--- src/rtl/rd_bank_rr_arbiter.sv ---
// Per-bank round-robin read arbiter in front of the 8x8 read crossbar, with read-return tracking.
// Optional RD_ARB_PERF_CNT_EN adds saturating conflict and grant counters.
module rd_bank_rr_arbiter #(
  parameter int NUM_PORT = 8,
  parameter int SEL_W    = 3,
  parameter int RD_LAT   = 1
) (
  input  logic                            clk,
  input  logic                            rst,
  input  logic [NUM_PORT*(SEL_W+1)-1:0]   lsu_req_i,
  output logic [NUM_PORT*(SEL_W+1)-1:0]   xbar_req_o,
  output logic [NUM_PORT-1:0]             gnt_o,
  output logic [NUM_PORT-1:0]             rvalid_o,
  output logic [NUM_PORT*SEL_W-1:0]       rbank_o,
  output logic                            busy_o
`ifdef RD_ARB_PERF_CNT_EN
  ,
  output logic [31:0]                     conflict_cnt_o,
  output logic [31:0]                     grant_cnt_o
`endif
);

  logic [SEL_W-1:0]          sel       [NUM_PORT];
  logic [NUM_PORT-1:0]       ren;
  logic [SEL_W-1:0]          ptr       [NUM_PORT];
  logic [SEL_W-1:0]          win       [NUM_PORT];
  logic [NUM_PORT-1:0]       bank_hit;
  logic [SEL_W-1:0]          idx;
  logic [NUM_PORT-1:0]       used;
  logic [SEL_W-1:0]          free_bank [NUM_PORT];
  logic [SEL_W:0]            nfree;
  logic [SEL_W:0]            k_ng;
  logic [NUM_PORT*SEL_W-1:0] gnt_bank;
  logic [NUM_PORT-1:0]       pipe_vld  [RD_LAT];
  logic [NUM_PORT*SEL_W-1:0] pipe_bank [RD_LAT];

  always_comb begin
    ren = '0;
    for (int i = 0; i < NUM_PORT; i++) begin
      sel[i] = lsu_req_i[i*(SEL_W+1)+1 +: SEL_W];
      ren[i] = lsu_req_i[i*(SEL_W+1)];
    end
  end

  // Scan each bank's ring downward from ptr+7 to ptr so the last match is the closest one at/after ptr.
  always_comb begin
    bank_hit = '0;
    gnt_o    = '0;
    idx      = '0;
    for (int b = 0; b < NUM_PORT; b++) begin
      win[b] = '0;
      for (int k = NUM_PORT - 1; k >= 0; k--) begin
        idx = ptr[b] + SEL_W'(k);
        if (ren[idx] && (sel[idx] == SEL_W'(b))) begin
          bank_hit[b] = 1'b1;
          win[b]      = idx;
        end
      end
    end
    if (!rst) begin
      for (int b = 0; b < NUM_PORT; b++) begin
        if (bank_hit[b]) gnt_o[win[b]] = 1'b1;
      end
    end
  end

  always_ff @(posedge clk) begin
    for (int b = 0; b < NUM_PORT; b++) begin
      if (rst)              ptr[b] <= '0;
      else if (bank_hit[b]) ptr[b] <= win[b] + SEL_W'(1);
    end
  end

  // Losers are packed onto the unused banks in order, so the crossbar always sees a full permutation.
  always_comb begin
    used       = '0;
    nfree      = '0;
    k_ng       = '0;
    xbar_req_o = '0;
    for (int b = 0; b < NUM_PORT; b++) free_bank[b] = '0;
    for (int i = 0; i < NUM_PORT; i++) begin
      if (gnt_o[i]) used[sel[i]] = 1'b1;
    end
    for (int b = 0; b < NUM_PORT; b++) begin
      if (!used[b]) begin
        free_bank[nfree[SEL_W-1:0]] = SEL_W'(b);
        nfree = nfree + (SEL_W+1)'(1);
      end
    end
    for (int i = 0; i < NUM_PORT; i++) begin
      if (gnt_o[i]) begin
        xbar_req_o[i*(SEL_W+1) +: SEL_W+1] = {sel[i], 1'b1};
      end else begin
        xbar_req_o[i*(SEL_W+1) +: SEL_W+1] = {free_bank[k_ng[SEL_W-1:0]], 1'b0};
        k_ng = k_ng + (SEL_W+1)'(1);
      end
    end
  end

  always_comb begin
    gnt_bank = '0;
    for (int i = 0; i < NUM_PORT; i++) begin
      if (gnt_o[i]) gnt_bank[i*SEL_W +: SEL_W] = sel[i];
    end
  end

  always_ff @(posedge clk) begin
    if (rst) begin
      for (int s = 0; s < RD_LAT; s++) begin
        pipe_vld[s]  <= '0;
        pipe_bank[s] <= '0;
      end
    end else begin
      pipe_vld[0]  <= gnt_o;
      pipe_bank[0] <= gnt_bank;
      for (int s = 1; s < RD_LAT; s++) begin
        pipe_vld[s]  <= pipe_vld[s-1];
        pipe_bank[s] <= pipe_bank[s-1];
      end
    end
  end

  assign rvalid_o = pipe_vld[RD_LAT-1];
  assign rbank_o  = pipe_bank[RD_LAT-1];

  always_comb begin
    busy_o = 1'b0;
    for (int s = 0; s < RD_LAT; s++) busy_o = busy_o | (|pipe_vld[s]);
  end

`ifdef RD_ARB_PERF_CNT_EN
  logic [SEL_W:0] n_req;
  logic [SEL_W:0] n_gnt;
  logic [32:0]    conflict_sum;
  logic [32:0]    grant_sum;

  always_comb begin
    n_req        = (SEL_W+1)'($countones(ren & {NUM_PORT{~rst}}));
    n_gnt        = (SEL_W+1)'($countones(gnt_o));
    conflict_sum = {1'b0, conflict_cnt_o} + 33'(n_req - n_gnt);
    grant_sum    = {1'b0, grant_cnt_o} + 33'(n_gnt);
  end

  always_ff @(posedge clk) begin
    if (rst) begin
      conflict_cnt_o <= '0;
      grant_cnt_o    <= '0;
    end else begin
      conflict_cnt_o <= conflict_sum[32] ? 32'hFFFF_FFFF : conflict_sum[31:0];
      grant_cnt_o    <= grant_sum[32]    ? 32'hFFFF_FFFF : grant_sum[31:0];
    end
  end
`endif

endmodule

--- config.mk ---
export PLATFORM = sky130hd
export DESIGN_NAME = rd_bank_rr_arbiter
export DESIGN_NICKNAME = d
export VERILOG_FILES = /design/src/rtl/rd_bank_rr_arbiter.sv
export SDC_FILE = /design/constraint.sdc
export NUM_CORES = 1
export LEC_CHECK = 0
export ABC_AREA = 1
export BUFFER_PORTS_ARGS = -buffer_cell sky130_fd_sc_hd__buf_2
export CORE_UTILIZATION = 51
export CTS_CLUSTER_DIAMETER = 40
export DETAILED_ROUTE_END_ITERATION = 10
export GPL_TIMING_DRIVEN = 0
export MAX_ROUTING_LAYER = met4
export PLACE_DENSITY = 0.69
export SLEW_MARGIN = 20
export SYNTH_ARGS = -nofsm -noshare
export SYNTH_HDL_FRONTEND = slang
export SYNTH_SLANG_ARGS = --single-unit
--- constraint.sdc ---
create_clock -name clk -period 29 [get_ports clk]
set_clock_uncertainty 0.15 [all_clocks]
set_input_delay 5.8 -clock clk [delete_from_list [all_inputs] [get_ports clk]]
set_output_delay 5.8 -clock clk [all_outputs]
set_load 0.01 [all_outputs]
==> results of run 1 <==
==> worst reg2reg max path, cell delays in order, from the launching register on <==
cell and delay, ns:
edfxtp_1 0.54, inv_1 0.12, clkbuf_1 0.42, ha_1 0.38, inv_1 0.09, clkbuf_1 0.40
nand3_1 0.14, nand2_1 0.14, nor2_1 0.06, nand3_1 0.11, nand2_1 0.09, inv_1 0.08
nor2_1 0.04, nand2_1 0.05, nand2_1 0.05, nand2_1 0.05, nand2_1 0.06, nand2_1 0.05
nand2_1 0.07, a21oi_1 0.66, nand3_1 0.31, nand2_1 0.13, nor2_1 0.08, nand2_1 0.23
nand2_1 0.31, nor2_1 0.54
==> flip-flops by register name, indices dropped and copies added, names as in the netlist <==
register and count:
ptr 24, pipe_bank 24, pipe_vld 8
==> worst paths after layout <==
path         cells after the start  slack, ns               to
max                             49       8.35   xbar_req_o[30]
min                              5       0.90        ptr[1][7]
max reg2reg                     25      23.46  pipe_bank[0][3]
min reg2reg                      5       0.90        ptr[1][7]
==> stage by stage <==
step           setup slack, ns  hold WS, ns
3_3_place_gp              8.92        0.855
6_report                  8.35        0.896
5_1_grt                   8.04        0.967
3_5_place_dp              8.86        0.876
4_1_cts                   8.86        0.899
2_1_floorplan            11.19        0.770
==> area by class of cell <==
cell class / instances / area (sq um) / share of cell area (%)
Tap cell: 390 / 488 / 2.96
Timing Repair Buffer: 94 / 470 / 2.86
Antenna cell: 6 / 15.0 / 0.0912
Sequential cell: 56 / 1360 / 8.27
Multi-Input combinational cell: 2480 / 11700 / 71.3
Clock inverter: 3 / 25.0 / 0.152
Inverter: 321 / 1220 / 7.40
Clock buffer: 5 / 125 / 0.760
Buffer: 165 / 1010 / 6.16
==> logic make-up after synthesis <==
kind of cell	after synthesis	share of synthesized area, %
AOI/OAI and AO/OA	210	7.73
xor gates and xnor gates	33	2.30
adders and majority gates	36	2.94
buffers and inverters	486	14.5
DFF	56	8.88
and+or+nand+nor	2201	63.6
==> placed cells by master (no fill, tap or decap), types with 8 or more instances in the layout <==
cell      Yosys  routed
buf_6        11      11
buf_4        56      56
or2_2        17      17
inv_2        66      66
clkbuf_1     22      22
xnor2_1      19      19
nand3_1     566     566
nor3_1       16      16
o21ai_0      63      63
xor2_1       10      10
nor2_1      247     247
a21oi_1      60      60
o211ai_1     11      11
nand3_2       8       8
o22ai_1       8       8
edfxtp_1     24      24
ha_1         36      36
inv_1       247     247
nand2_1    1130    1130
dfxtp_1      32      32
nand4_1     119     119
nor2_2       19      19
nand2_2      36      36
o21ai_1      44      44
buf_2        72     166
==> per-layer routing <==
| layer | GRT usage [%] | up-vias |
|---|---|---|
| met2 | 72.3 | 1628 |
| met4 | 37.2 | 0 |
| met5 | - | - |
| li1 | - | 10000 |
| met1 | 57.6 | 9716 |
| met3 | 11.3 | 473 |
==> metrics.md, run 1 <==
| Metric | Value |
|---|---|
| Critical Path Max Stage Delay | 0.66 ns |
| All-layer global routing usage | 49.0% |
| CTS Buf Count | 5 |
| Syn-to-layout area delta | 7.33% |
| Fmax | 0.0484 GHz |
| Die width | 175 microns |
| Clock latency on the worst-skew pair | 0.36 ns |
| Die ar. | 30800 sq um |
| Unrepaired setup endpoints after global routing | false |
| Clk sinks | 56 |
| Port bufs | 94 |
| Die height | 175 microns |
| GP Congestion | 1.16 |
| WL per Instance | 21.3 microns |
| Hold_sp | ptr[1][8] |
| Drt drc | 0 |
| Hold buffers post-CTS | 0 |
| Tmin final | 20.65 ns |
| Synthesized area | 15300 sq um |
| Netlist cell types | 56 |
| Fin nets | 3193 |
| Row cnt | 63 |
| Synth async-reset ratio | 0% |
| Antenna-violating nets left | 0 |
| CP top delay family | simple AND/OR/NAND/NOR gates |
| Post-synth top cells | nand2_1 (1130), nand3_1 (566), inv_1 (247), nor2_1 (247), nand4_1 (119) |
| Metal2 WL | 30800 microns |
| CP Max Fanout | 10 |
| WP data required | 23.05 ns |
| TritonCTS clock tree | done |
| DP Cell Count | 3506 |
| Vias in the first global route | 19.3k |
| Most frequent cell after synthesis | nand2_1 |
| Sequential area share after synthesis | 8.88% |
| CP dominant cell by count | nand2_1 |
| Initial Utilization | 51.7% |
| Final setup viols | 0 |
| Post-DP Area | 16300 sq um |
| Clk buf depth | 2 |
| Vias | 21.8k |
| Initial DRC count | 3255 |
| Startpoint Class | primary input |
| Initial antenna violation count | 2 |
| Crit-path slowest cell | a21oi_1 |
| Outcome | completed |
| Buf/Inv on CP | 7 |
| # resized after CTS | 0 |
| I/O pin count | 107 |
| Setup TNS | 0 ns |
| First-pass GRT wire length | 111000 microns |
| DP HPWL | 57000 microns |
| Area of the core | 29600 sq um |
| Util after Layout | 55.5% |
| Hold/Removal Path Class | reg -> reg |
| Yosys warns | 0 |
| Metal-1 WL | 27200 microns |
| Final Instance Area | 16500 sq um |
| Slew Limit Fails | 0 |
| DR top layer | met4 |
| H-tree depth | 2 |
| Worst setup EP type | output port |
| Clock root buffer | clkbuf_16 |
| Critical path origin | lsu_req_i[16] |
| Syn_area_per_cell | 5.07 sq um |
| Slew headroom | 20.2% |
| Seq cells post-synth | 56 |
| Setup bufs post-CTS | 0 |
| Synth area leaders | nand2_1 (28%), nand3_1 (18%), inv_1 (6.0%) |
| Layout cells sized above 1 | 13.8% |
| Share of the synthesized area in the top cell type | 27.7% |
| Final std cells w/o fill | 3520 |
| Post-synth EDFFs | 24 |
| Final Cycle Share | 71.2% |
| WS Path Type | in -> out |
| Number of iterations in the first detailed-routing pass | 8 |
| DRT Wirelength | 75000 microns |
| Top_reg_cell synth | dfxtp_1 |
| Worst EP arrival | 14.70 ns |
| Syn Inst Count | 3022 |
| Largest area contributor in the netlist | nand2_1 |
| Congestion Overflow GR | 0 |
| Via density | 6.20 |
| Fin. Hold Viols | 0 |
| WL met3 | 9980 microns |
| MaxCap Viol Count | 0 |
| # fillers | 3273 |
| Least-Margin Pin Slew | 1.20 ns |
| Reg-to-Reg Start | ptr[1][1] |
| Syn nets | 3092 |
| Largest net degree at the start of global routing | 20 |
| Clock slew at reported path FFs | 0.09 ns |
Power of run 1 is not shown: default switching activity piles up to over one toggle a cycle in this logic, so the estimate is an artifact.
==> inputs of run 2 (changes only) <==
--- a/config.mk
+++ b/config.mk
@@ -12,7 +12,7 @@
 export DETAILED_ROUTE_END_ITERATION = 10
 export GPL_TIMING_DRIVEN = 0
 export MAX_ROUTING_LAYER = met4
-export PLACE_DENSITY = 0.69
+export PLACE_DENSITY = 0.72
 export SLEW_MARGIN = 20
 export SYNTH_ARGS = -nofsm -noshare
 export SYNTH_HDL_FRONTEND = slang
==> constraint.sdc (replaced) <==
create_clock -name clk -period 16.7 [get_ports clk]
set_clock_uncertainty 0.15 [all_clocks]
set_input_delay 3.34 -clock clk [delete_from_list [all_inputs] [get_ports clk]]
set_output_delay 3.34 -clock clk [all_outputs]
set_load 0.01 [all_outputs]
==> run 2 against run 1 <==
The flow now finishes with violations (design-rule violations). Sequential share of layout area about the same. Global-route usage grew 0.38 points. Via count shrank 0.49%. Worst setup slack got worse by 7.3 ns. Sequential cell count unchanged. Count of clock-buffer cells in the layout unchanged. Critical path depth stayed put. Critical path type unchanged. Die area stayed put. Core utilization barely moved. Critical endpoint unchanged. Cell area is essentially flat.
==> metrics.md, run 2 (synthesis gave the netlist of run 1 again) <==
| Metric | Value |
|---|---|
| Outcome | finished, violations left |
| Failing checks | design-rule violations |
| Vias | 21.7k |
| Syn-to-layout area delta | 7.29% |
| Clk buf depth | 2 |
| Critical Path Max Stage Delay | 0.50 ns |
| Drt drc | 2 |
| WL per Instance | 21.4 microns |
| WS Path Type | in -> out |
| Register-to-register path setup slack | 11.55 ns |
| DRT Wirelength | 75300 microns |
| Row cnt | 63 |
| Die height | 175 microns |
| Port bufs | 94 |
| Via density | 6.18 |
| Number of iterations in the first detailed-routing pass | 11 |
| Clock latency on the worst-skew pair | 0.36 ns |
| Vias in the first global route | 19.7k |
| I/O pin count | 107 |
| Clk sinks | 56 |
| Commonest non-fill, non-tap cells in the layout | nand2_1 (1130), nand3_1 (566), inv_1 (247), nor2_1 (247), buf_2 (166) |
| Setup bufs post-CTS | 0 |
| Die width | 175 microns |
| CTS Buf Count | 5 |
| Slew Limit Fails | 0 |
| Tmin final | 15.64 ns |
| Least-Margin Pin Slew | 1.10 ns |
| Initial antenna violation count | 1 |
| Final setup viols | 0 |
| Final setup margin | 1.06 ns |
| Final Cycle Share | 93.6% |
| Unrepaired setup endpoints after global routing | false |
| Layout cells sized above 1 | 13.8% |
| WP data required | 13.21 ns |
| H-tree depth | 2 |
| # resized after CTS | 0 |
| Die ar. | 30800 sq um |
| Fin nets | 3193 |
| Setup TNS | 0 ns |
| Worst reg2reg path depth | 25 |
| CP dominant cell by count | nand2_1 |
| Startpoint Class | primary input |
| Worst setup EP type | output port |
| Most common cell after layout, fill and taps aside | nand2_1 |
| Hold Crit Endpoint | ptr[1][8] |
| CP Max Fanout | 10 |
| R2R Path End | pipe_bank[0][3] |
| GP Congestion | 1.12 |
| MaxCap Viol Count | 0 |
| Util after Layout | 55.5% |
| Worst EP arrival | 12.15 ns |
| Fin. Hold Viols | 0 |
| Initial DRC count | 3315 |
| Hold_sp | ptr[1][8] |
| Fmax | 0.0640 GHz |
| Area of the core | 29600 sq um |
| Hold buffers post-CTS | 0 |
| TritonCTS clock tree | done |
| Largest net degree at the start of global routing | 20 |
| Slew headroom | 26.8% |
| Pre-CTS setup slack | 1.53 ns |
| DP HPWL | 58100 microns |
| Crit-path slowest cell | o21ai_0 |
| Reg-to-Reg Start | ptr[1][1] |
| Hold/Removal Path Class | reg -> reg |
| Clock slew at reported path FFs | 0.09 ns |
| Hold path depth | 5 |
| Initial Utilization | 51.7% |
| All-layer global routing usage | 49.4% |
| Antenna-violating nets left | 0 |
| Largest regs | pipe_bank: 24 flops, ptr: 24 flops, pipe_vld: 8 flops |
| First-pass GRT wire length | 112000 microns |
| Congestion Overflow GR | 0 |
| Clock root buffer | clkbuf_16 |
-- run 2: changes by cell type in the layout (fill, tap and decap cells not counted) --
cell	before	now
diode_2	6	4
clkinvlp_4	1	0
inv_4	5	6
-- run 2: worst max-delay path, delay by kind of cell --
family                   cells  cell delay, ns
adder cells (fa/ha/maj)      5            1.42
buffers and inverters        7            1.34
AND/OR/NAND/NOR             36            5.50
AO/OA/AOI/OAI                1            0.50
-- run 2: worst max path at each step --
stage	cells past startpoint	slack (ns)	end	from
3_3_place_gp	46	1.56	xbar_req_o[29]	lsu_req_i[16]
5_1_grt	52	0.78	xbar_req_o[31]	lsu_req_i[22]
6_report	49	1.06	xbar_req_o[30]	lsu_req_i[16]
2_1_floorplan	50	3.81	xbar_req_o[31]	lsu_req_i[9]
4_1_cts	49	1.51	xbar_req_o[31]	lsu_req_i[16]
3_5_place_dp	49	1.53	xbar_req_o[31]	lsu_req_i[16]
-- run 2: routing by layer --
metal	wire length [microns]	up-vias	global-route usage, %
li1	-	10000	-
met1	26300	9681	53.5
met2	31700	1530	74.2
met3	9450	490	14.0
met4	7860	0	43.0
met5	0	-	-
-- run 2: per-stage QoR --
| step | cells | hold WS, ns | cell area, sq um |
|---|---|---|---|
| after detailed placement | 3506 | 0.877 | 16300 |
| after CTS | 3514 | 0.900 | 16400 |
| final | 3518 | 0.909 | 16500 |
| after global routing | 3515 | 0.987 | 16400 |
| after floorplan | 3022 | 0.770 | 15300 |
| after global placement | 3506 | 0.849 | 16300 |
-- run 2: final cells by class --
class | count | area, sq um
Antenna cell | 4 | 10.0
Inverter | 321 | 1220
Sequential cell | 56 | 1360
Multi-Input combinational cell | 2480 | 11700
Buffer | 165 | 1010
Fill cell | 3178 | 13200
Tap cell | 390 | 488
Clock inverter | 3 | 23.8
Clock buffer | 5 | 125
Timing Repair Buffer | 94 | 470
Power of run 2 is left out for the same reason.
